[src/rtl/dc_bank_arbiter.sv]
// dc_bank_arbiter: shares one DC data bank between the core load/store port
// (single beat) and the line engine (4-beat fill write or victim read).
//
// Ports:
//   clk, reset                 clock, asynchronous active-low reset
//   core_req_* / core_ack_*    core request channel and read-ack channel
//   line_req_* / line_ack_*    line engine beat request channel and victim-read ack channel
//   line_done                  1-cycle pulse, the cycle after the 4th line beat is accepted
//   proto_err                  sticky flag: bank ack arrived with no read outstanding
//   bank_req_* / bank_ack_*    bank request channel and bank read-ack channel
//
// A transfer on any channel is valid & !retry in the same cycle. Grant is made combinationally
// each cycle. A line burst, once beat 0 is accepted, owns the bank until beat 3 is accepted.
// Reads push a source tag into a small route FIFO so read acks go back in issue order.
module dc_bank_arbiter #(
   parameter int unsigned WAY_BITS  = 2,
   parameter int unsigned MAX_OUTST = 4
) (
   input  logic                clk,
   input  logic                reset,
   // core port
   input  logic                core_req_valid,
   output logic                core_req_retry,
   input  logic                core_req_write,
   input  logic [28:0]         core_req_addr,
   input  logic [WAY_BITS-1:0] core_req_way,
   input  logic [1:0]          core_req_row,
   input  logic [35:0]         core_req_data,
   output logic                core_ack_valid,
   input  logic                core_ack_retry,
   output logic [35:0]         core_ack_data,
   // line engine port
   input  logic                line_req_valid,
   output logic                line_req_retry,
   input  logic                line_req_write,
   input  logic [28:0]         line_req_addr,
   input  logic [WAY_BITS-1:0] line_req_way,
   input  logic [35:0]         line_req_data,
   output logic                line_ack_valid,
   input  logic                line_ack_retry,
   output logic [35:0]         line_ack_data,
   output logic                line_done,
   output logic                proto_err,
   // bank port
   output logic                bank_req_valid,
   input  logic                bank_req_retry,
   output logic                bank_req_write,
   output logic [28:0]         bank_req_addr,
   output logic [WAY_BITS-1:0] bank_req_way_no,
   output logic [1:0]          bank_req_row_even_odd,
   output logic [35:0]         bank_req_data,
   input  logic                bank_ack_valid,
   output logic                bank_ack_retry,
   input  logic [35:0]         bank_ack_data
);

   localparam int unsigned PtrW = $clog2(MAX_OUTST);
   localparam int unsigned CntW = PtrW + 1;

   typedef enum logic [0:0] {StIdle, StBurst} state_e;

   state_e              state_q, state_d;
   logic [1:0]          beat_q, beat_d;
   logic                rr_q, rr_d;            // 0: core first, 1: line first
   logic                line_write_q, line_write_d;
   logic                line_done_q, line_done_d;
   logic                proto_err_q, proto_err_d;

   logic [MAX_OUTST-1:0] tag_q;                // 0: core, 1: line
   logic [PtrW-1:0]      wr_ptr_q, rd_ptr_q;
   logic [CntW-1:0]      count_q;

   logic sel_core, sel_line;
   logic line_write_eff;
   logic sel_read, gate;
   logic core_xfer, line_xfer;
   logic fifo_full, fifo_empty;
   logic push, push_tag, pop;
   logic head_tag;

   assign fifo_full  = (count_q == CntW'(MAX_OUTST));
   assign fifo_empty = (count_q == '0);
   assign head_tag   = tag_q[rd_ptr_q];

   // Fill/victim direction is taken live on beat 0 and from the latch for later beats.
   assign line_write_eff = (state_q == StBurst) ? line_write_q : line_req_write;

   // Requester selection and request mux
   always_comb begin
      sel_core = 1'b0;
      sel_line = 1'b0;
      if (state_q == StBurst) begin
         sel_line = line_req_valid;
      end else if (core_req_valid && line_req_valid) begin
         sel_line = rr_q;
         sel_core = !rr_q;
      end else begin
         sel_core = core_req_valid;
         sel_line = line_req_valid;
      end

      // Reads are blocked on a full route FIFO as of cycle start; a same-cycle pop
      // does not count, which keeps the gate off the ack path.
      sel_read = (sel_core && !core_req_write) || (sel_line && !line_write_eff);
      gate     = sel_read && fifo_full;

      bank_req_valid        = (sel_core || sel_line) && !gate;
      bank_req_write        = 1'b0;
      bank_req_addr         = '0;
      bank_req_way_no       = '0;
      bank_req_row_even_odd = '0;
      bank_req_data         = '0;
      if (sel_line) begin
         bank_req_write        = line_write_eff;
         bank_req_addr         = line_req_addr;
         bank_req_way_no       = line_req_way;
         bank_req_row_even_odd = beat_q;
         bank_req_data         = line_req_data;
      end else if (sel_core) begin
         bank_req_write        = core_req_write;
         bank_req_addr         = core_req_addr;
         bank_req_way_no       = core_req_way;
         bank_req_row_even_odd = core_req_row;
         bank_req_data         = core_req_data;
      end

      core_xfer      = sel_core && bank_req_valid && !bank_req_retry;
      line_xfer      = sel_line && bank_req_valid && !bank_req_retry;
      core_req_retry = !core_xfer;
      line_req_retry = !line_xfer;

      push     = (core_xfer && !core_req_write) || (line_xfer && !line_write_eff);
      push_tag = line_xfer;
   end

   // Ack routing from FIFO head; an ack with nothing outstanding is swallowed.
   always_comb begin
      core_ack_valid = bank_ack_valid && !fifo_empty && !head_tag;
      line_ack_valid = bank_ack_valid && !fifo_empty && head_tag;
      core_ack_data  = bank_ack_data;
      line_ack_data  = bank_ack_data;
      bank_ack_retry = fifo_empty ? 1'b0 : (head_tag ? line_ack_retry : core_ack_retry);
      pop            = bank_ack_valid && !fifo_empty && !bank_ack_retry;
      proto_err_d    = proto_err_q || (bank_ack_valid && fifo_empty);
   end

   // Burst FSM
   always_comb begin
      state_d      = state_q;
      beat_d       = beat_q;
      rr_d         = rr_q;
      line_write_d = line_write_q;
      line_done_d  = 1'b0;
      unique case (state_q)
         StIdle: begin
            if (line_xfer) begin
               state_d      = StBurst;
               beat_d       = 2'd1;
               line_write_d = line_req_write;
            end else if (core_xfer) begin
               rr_d = 1'b1;
            end
         end
         StBurst: begin
            if (line_xfer) begin
               if (beat_q == 2'd3) begin
                  state_d     = StIdle;
                  beat_d      = 2'd0;
                  line_done_d = 1'b1;
                  rr_d        = 1'b0;
               end else begin
                  beat_d = beat_q + 2'd1;
               end
            end
         end
         default: begin
            state_d = StIdle;
            beat_d  = 2'd0;
         end
      endcase
   end

   always_ff @(posedge clk or negedge reset) begin
      if (!reset) begin
         state_q      <= StIdle;
         beat_q       <= 2'd0;
         rr_q         <= 1'b0;
         line_write_q <= 1'b0;
         line_done_q  <= 1'b0;
         proto_err_q  <= 1'b0;
      end else begin
         state_q      <= state_d;
         beat_q       <= beat_d;
         rr_q         <= rr_d;
         line_write_q <= line_write_d;
         line_done_q  <= line_done_d;
         proto_err_q  <= proto_err_d;
      end
   end

   // Route FIFO; pointers wrap naturally since MAX_OUTST is a power of 2.
   always_ff @(posedge clk or negedge reset) begin
      if (!reset) begin
         tag_q    <= '0;
         wr_ptr_q <= '0;
         rd_ptr_q <= '0;
         count_q  <= '0;
      end else begin
         if (push) begin
            tag_q[wr_ptr_q] <= push_tag;
            wr_ptr_q        <= wr_ptr_q + PtrW'(1);
         end
         if (pop) begin
            rd_ptr_q <= rd_ptr_q + PtrW'(1);
         end
         if (push && !pop) begin
            count_q <= count_q + CntW'(1);
         end else if (pop && !push) begin
            count_q <= count_q - CntW'(1);
         end
      end
   end

   assign line_done = line_done_q;
   assign proto_err = proto_err_q;

endmodule

[config.mk]
export PLATFORM = sky130hd
export DESIGN_NAME = dc_bank_arbiter
export DESIGN_NICKNAME = d
export VERILOG_FILES = /design/src/rtl/dc_bank_arbiter.sv
export SDC_FILE = /design/constraint.sdc
export NUM_CORES = 1
export LEC_CHECK = 0
export CAP_MARGIN = 20
export CORE_AREA = 4 4 126 128
export CTS_BUF_LIST = sky130_fd_sc_hd__clkbuf_16
export DETAILED_ROUTE_END_ITERATION = 10
export DIE_AREA = 0 0 130 132
export GPL_ROUTABILITY_DRIVEN = 0
export PLACE_DENSITY = 0.66
export RECOVER_POWER = 25
export SYNTH_ARGS = -nofsm -noshare
export SYNTH_HDL_FRONTEND = slang
export SYNTH_SLANG_ARGS = --single-unit
export TNS_END_PERCENT = 10
[constraint.sdc]
create_clock -name clk -period 2.9 [get_ports clk]
set_input_delay 0.435 -clock clk [delete_from_list [all_inputs] [get_ports clk]]
set_output_delay 0.435 -clock clk [all_outputs]
set_load 0.01 [all_outputs]
Word level (Yosys, flattened, before mapping)
Index checks and enable logic that the tools add are counted.
Word-level totals
  output and inout port bits: 150
  flip-flop bits (word level): 18
  logic and storage cells: 106
  input bits: 182
Operators by class
  add/subtract/negate cells: 5
  mux-type cells: 40
  magnitude comparators: 3
  bitwise operators: 1
  reductions and logical operators: 40
  equality and inequality tests: 7
Operators with widths (number)
  two-way mux 36 bit: 2
  two-way mux 29 bit: 2
  two-way mux 1 bit: 21
  logical AND 1 bit: 19
  two-way mux 2 bit: 7
  zero test 1 bit: 12
  adder 2 x 1 -> 2 bit (second input constant): 3
  less-than comparator 2 x 3 -> 1 bit (second input constant): 2
  two-way mux 3 bit: 2
  != test 2 bit (second input constant): 3
  bitwise mux 4 bit: 1
  logical OR 1 bit: 4
  != test 2 x 1 -> 1 bit (second input constant): 2
  case mux 1 bit (2 select lines): 2
  case mux 2 bit (2 select lines): 1
  AND reduction 2 bit: 2
  AND reduction 4 bit: 1
  adder 3 x 1 -> 3 bit (second input constant): 1
  == test 3 bit (second input constant): 1
  zero test 3 bit: 1
  subtractor 3 x 1 -> 3 bit (second input constant): 1
  binary-select mux 1 bit (select 2 bit): 1
  demux 1 bit (select 2 bit): 1
  == test 2 bit (second input constant): 1
  other kinds (3): 3

Longest topological paths before layout
Gate-level depths: netlist (run 1).
  word-level depth: 16
  mapped depth: 11
  mapped depth without buffers: 10

Worst setup path after synthesis (run 1)
No wires, ideal clock.
  path kind: reg-to-reg
  from: register rd_ptr_q[0]
  to: register count_q[1]
  slack: 0.662 ns
  clock period less this slack: 2.238 ns
  data arrival time: 2.113 ns
  data required time: 2.775 ns
  setup time: 0.125 ns
  stages on the path, launching flop included: 8
  path buffers: 0
  cell sequence: dfrtp_1 > mux4_2 > mux2i_1 > nand2_1 > ha_1 > inv_1 > fa_1 > mux2_2
Between the ends
  longest elaborated chain between the ends: 9
  elaborated cells on any way between the ends: 11
  classes of those cells: 5 x mux; 6 x reduce/logical
Ends and longest elaborated chain
  start: declaration: RTL line 70  | logic [PtrW-1:0] wr_ptr_q, rd_ptr_q;
  start signal: assignment: RTL line 214  | rd_ptr_q <= rd_ptr_q + PtrW'(1);
  binary-select mux 1 bit (select 2 bit) *: RTL line 83  | assign head_tag = tag_q[rd_ptr_q];
  two-way mux 1 bit (implied by the code) *: RTL line 83
  two-way mux 1 bit * (2 in a row): RTL line 142  | bank_ack_retry = fifo_empty ? 1'b0 : (head_tag ? line_ack_retry : core_ack_retry);
  zero test 1 bit *: RTL line 143  | pop = bank_ack_valid && !fifo_empty && !bank_ack_retry;
  logical AND 1 bit *: RTL line 143
  zero test 1 bit: RTL line 216  | if (push && !pop) begin
  logical AND 1 bit: RTL line 216
  two-way mux 3 bit or nonzero test 2 bit (tied branches)
  end signal: assignment: RTL line 217  | count_q <= count_q + CntW'(1);
  end signal: assignment: RTL line 219  | count_q <= count_q - CntW'(1);
  end: declaration: RTL line 71  | logic [CntW-1:0] count_q;
Mark *: on every way between the ends. The rest lies on a longest branch, timed or not. The select of a mux whose other input is x is not followed.
A chain may end at the register's enable or synchronous reset.

Worst setup path in the final report (run 1)
  from: input port line_req_valid
  to: output port bank_req_data[0]
Between the ends
  longest elaborated chain between the ends: 5
  elaborated cells on any way between the ends: 7
  classes of those cells: 6 x mux; 1 x reduce/logical
Ends and longest elaborated chain
  start: declaration: RTL line 33  | input logic line_req_valid,
  logical AND 1 bit: RTL line 94  | end else if (core_req_valid && line_req_valid) begin
  two-way mux 1 bit: RTL line 94
  two-way mux 1 bit: RTL line 92  | if (state_q == StBurst) begin
  two-way mux 36 bit: RTL line 119  | end else if (sel_core) begin
  two-way mux 36 bit *: RTL line 113  | if (sel_line) begin
  end: declaration: RTL line 51  | output logic [35:0] bank_req_data,
Mark *: on every way between the ends. The rest lies on a longest branch, timed or not.

==> results.md, run 1 <==
- Status: completed
- Crit-path max FO: 34
- Setup TNS: 0 ps
- Hold Buf Count CTS: 0
- Finished Core Util: 29.6%
- Reg power frac: about a fifth
- Seq/Total Area, Yosys: 19.5%
- Number of global-route vias before repair: 2908
- #FFs+latches synth: 18
- Number of synthesized flops with an enable pin: 0
- Layout Skew: 2.58 ps
- Worst EP required: 2470 ps
- Detailed router's first-iteration violation count: about 100
- Final Cycle Share: 97.2%
- GRT overflow: 0
- Gate power share: between 60% and 70%
- Core ar.: 14900 sq um
- Fraction of layout cells with a size suffix above 1: under 10%
- Total die area: 17200 sq um
- Post-route minimum period: 2820 ps
- YS warnings: 0
- Num CTS Buffers: 3
- Commonest cells after routing, fill and taps aside: clkdlybuf4s50_1 (222), a22o_1 (67), dfrtp_1 (18), nand2_1 (12), inv_1 (12)
- First-pass GRT wire length: 18.1 mm
- Residual DRC count: 0
- RSZ-0062 raised after global routing: false
- Crit path DAT: 2380 ps
- Post-route insts no fill: 607
- Crit. Startpoint: line_req_valid
- Hold Slack: 462 ps
- Final WL: 13.0 mm
- Mean Syn Cell Area: 8.60 sq um
- CTS tree: done
- HPWL Detailed: 10.7 mm
- Most used DFF post-synth: dfrtp_1
- Inst Count DP: approximately 600
- Max Cap Viol: 0
- Fmax: 355 MHz
- Hold_sp: proto_err
- Post-Syn Instances: 269
- Die width: 130 um
- R2r startpoint: rd_ptr_q[0]
- R2R Setup Slk: approximately 440 ps
- Max IR drop VDD: between 0.15 and 0.2 mV
- Max-slew violations: 0
- Pwr Total: 2400 uW
- Synth unique cells: 40
- Via count: 2632
- R2R cell count: 7
- Synthesized net count: 458
- Total global-route track usage: 14.1%
- Count of input and output buffers: approximately 220
- CTS Root Buffer Type: clkbuf_16
- Clock sink total: 18
- Post-route ant nets: 0
- Nets@finish: 606
- Critical Path Start Type: primary input
- Slew headroom: roughly 42%
- Largest net degree at the start of global routing: 72
- Synth Cell Area: 2310 sq um
- Crit end category: primary output
- PwrDens: around 550 nW/um^2
- Layout Area Growth over Synthesis: 90.0%
- RR Endpoint: count_q[1]
- Depth of the CTS H-tree: 1
- Via/cell ratio: 4.34
- Leading cell type in the layout, fill and taps excluded: clkdlybuf4s50_1
- Rows: 45
- Crit Path Class: in2out
- NetSw: 909 uW
- Worst Tran Pin Value: 862 ps
- Hold endpoint: proto_err
- Clock power share: 11.8%
- Fraction of registers with async set/reset: 100%
- Cell Int Power: 1490 uW
- First drt pass iteration count: 4
- CTS max path bufs: 2
- IO Pins: 332
- Leak Pwr: 0.00175 uW
- Final setup fails: 0
- Die Span Y: about 130 um
- Clock Latency Late Sink: 250 ps
- Worst hold path stage count: 1
- Initial Util: 15.6%
- Worst-path clk slew: 50 ps
- Hold Path Class: reg2reg
- Switching Share: 38.0%
- Hold Fails Final Rpt: 0
- Number of antenna violations at the first check in global routing: 3
- Post-DR wirelength/cell: 21.5 um
==> registers in the layout, summed over array words and instances (netlist names) <==
signal and flops:
tag_q 4, rr_q 1, wr_ptr_q 2, line_write_q 1
beat_q 2, count_q 3, proto_err 1, line_done 1
rd_ptr_q 2, state_q 1
==> cell families (layout without fill, tap and decap cells) <==
family          after synthesis  count (layout)  synth area share, %
fa+ha+maj                     7               7                 4.11
flops                        18              18                 19.5
mux                          10              10                 5.19
other cells                   0               3                    0
simple gates                 36              36                 8.06
buf+inv                      99             246                 28.3
compound gates               94              94                 33.0
xor+xnor                      5               5                 1.89
==> metal layers <==
| metal | share of wire (%) | GRT usage (%) | up-vias |
|---|---|---|---|
| met4 | 3.3 | 5.72 | 0 |
| met3 | 11 | 6.28 | 28 |
| met1 | 40 | 17.2 | 1233 |
| met2 | 45 | 21.3 | 172 |
| li1 | - | - | 1199 |
| met5 | 0 | 0 | - |
==> power by group through the flow <==
stage                     sequential, uW  clock (uW)  combinational, uW
after floorplan                      467           0                902
after global placement               499           0               1550
after detailed placement             509           0               1570
after CTS                            507         292               1590
after global routing                 535         304               1740
final                                506         283               1610
==> metrics by stage <==
step / area, sq um / setup WS (ps)
4_1_cts: 4330 / 9.09
2_1_floorplan: 2310 / 662
6_report: 4400 / 80.3
5_1_grt: 4400 / 13.5
3_5_place_dp: 4250 / 24.1
3_3_place_gp: 4250 / 37.1
==> Yosys cell counts, drive strengths merged (3+ instances only) <==
cell	instances	area, sq um
a21oi	3	22.5
a22o	68	596
buf	77	572
clkbuf	10	37.5
dfrtp	18	450
ha	6	75.1
inv	12	45.0
mux2	6	67.6
mux2i	3	30.0
nand2	12	45.0
nand2b	3	26.3
nand3	3	15.0
nor2	8	30.0
nor2b	4	25.0
o21ai	14	70.1
xnor2	3	26.3
==> final cells by class <==
type,count,area (sq um)
clock buffers,3,75.1
diodes,3,7.51
flip-flops and latches,18,450
well taps,188,235
repair buffers,230,2340
fillers,1608,10500
clock inverters,1,3.75
multi-input cells,152,1240
inverters,12,45.0
==> how the worst max path moves through the flow <==
stage                         endpoint  slack (ps)  depth (start not counted)
floorplan                   count_q[1]         660                          7
global placement    bank_req_way_no[1]          40                          6
detailed placement  bank_req_way_no[1]          20                          6
CTS                 bank_req_way_no[1]           9                          6
global route        bank_req_way_no[0]          10                          7
finish                bank_req_data[0]          80                          7
==> worst max-delay path: stages <==
cell	delay (ps)
clkdlybuf4s50_1	600
inv_1	140
nor2_4	160
buf_12	130
clkbuf_16	200
a22o_1	160
clkdlybuf4s50_1	550
==> what timing repair did <==
item	CTS	global route
gates resized for setup	0	3
buffers inserted	0	1
setup endpoints to repair	0	6
No activity file was read; power rests on OpenSTA's default activity.
==> run 2: changes to the inputs <==
--- a/config.mk
+++ b/config.mk
@@ -8,6 +8,7 @@
 export CAP_MARGIN = 20
 export CORE_AREA = 4 4 126 128
 export CTS_BUF_LIST = sky130_fd_sc_hd__clkbuf_16
+export CTS_CLUSTER_SIZE = 28
 export DETAILED_ROUTE_END_ITERATION = 10
 export DIE_AREA = 0 0 130 132
 export GPL_ROUTABILITY_DRIVEN = 0
==> results of run 2 <==
Same layout as run 1: the final DEF is identical, and so are final timing and power.
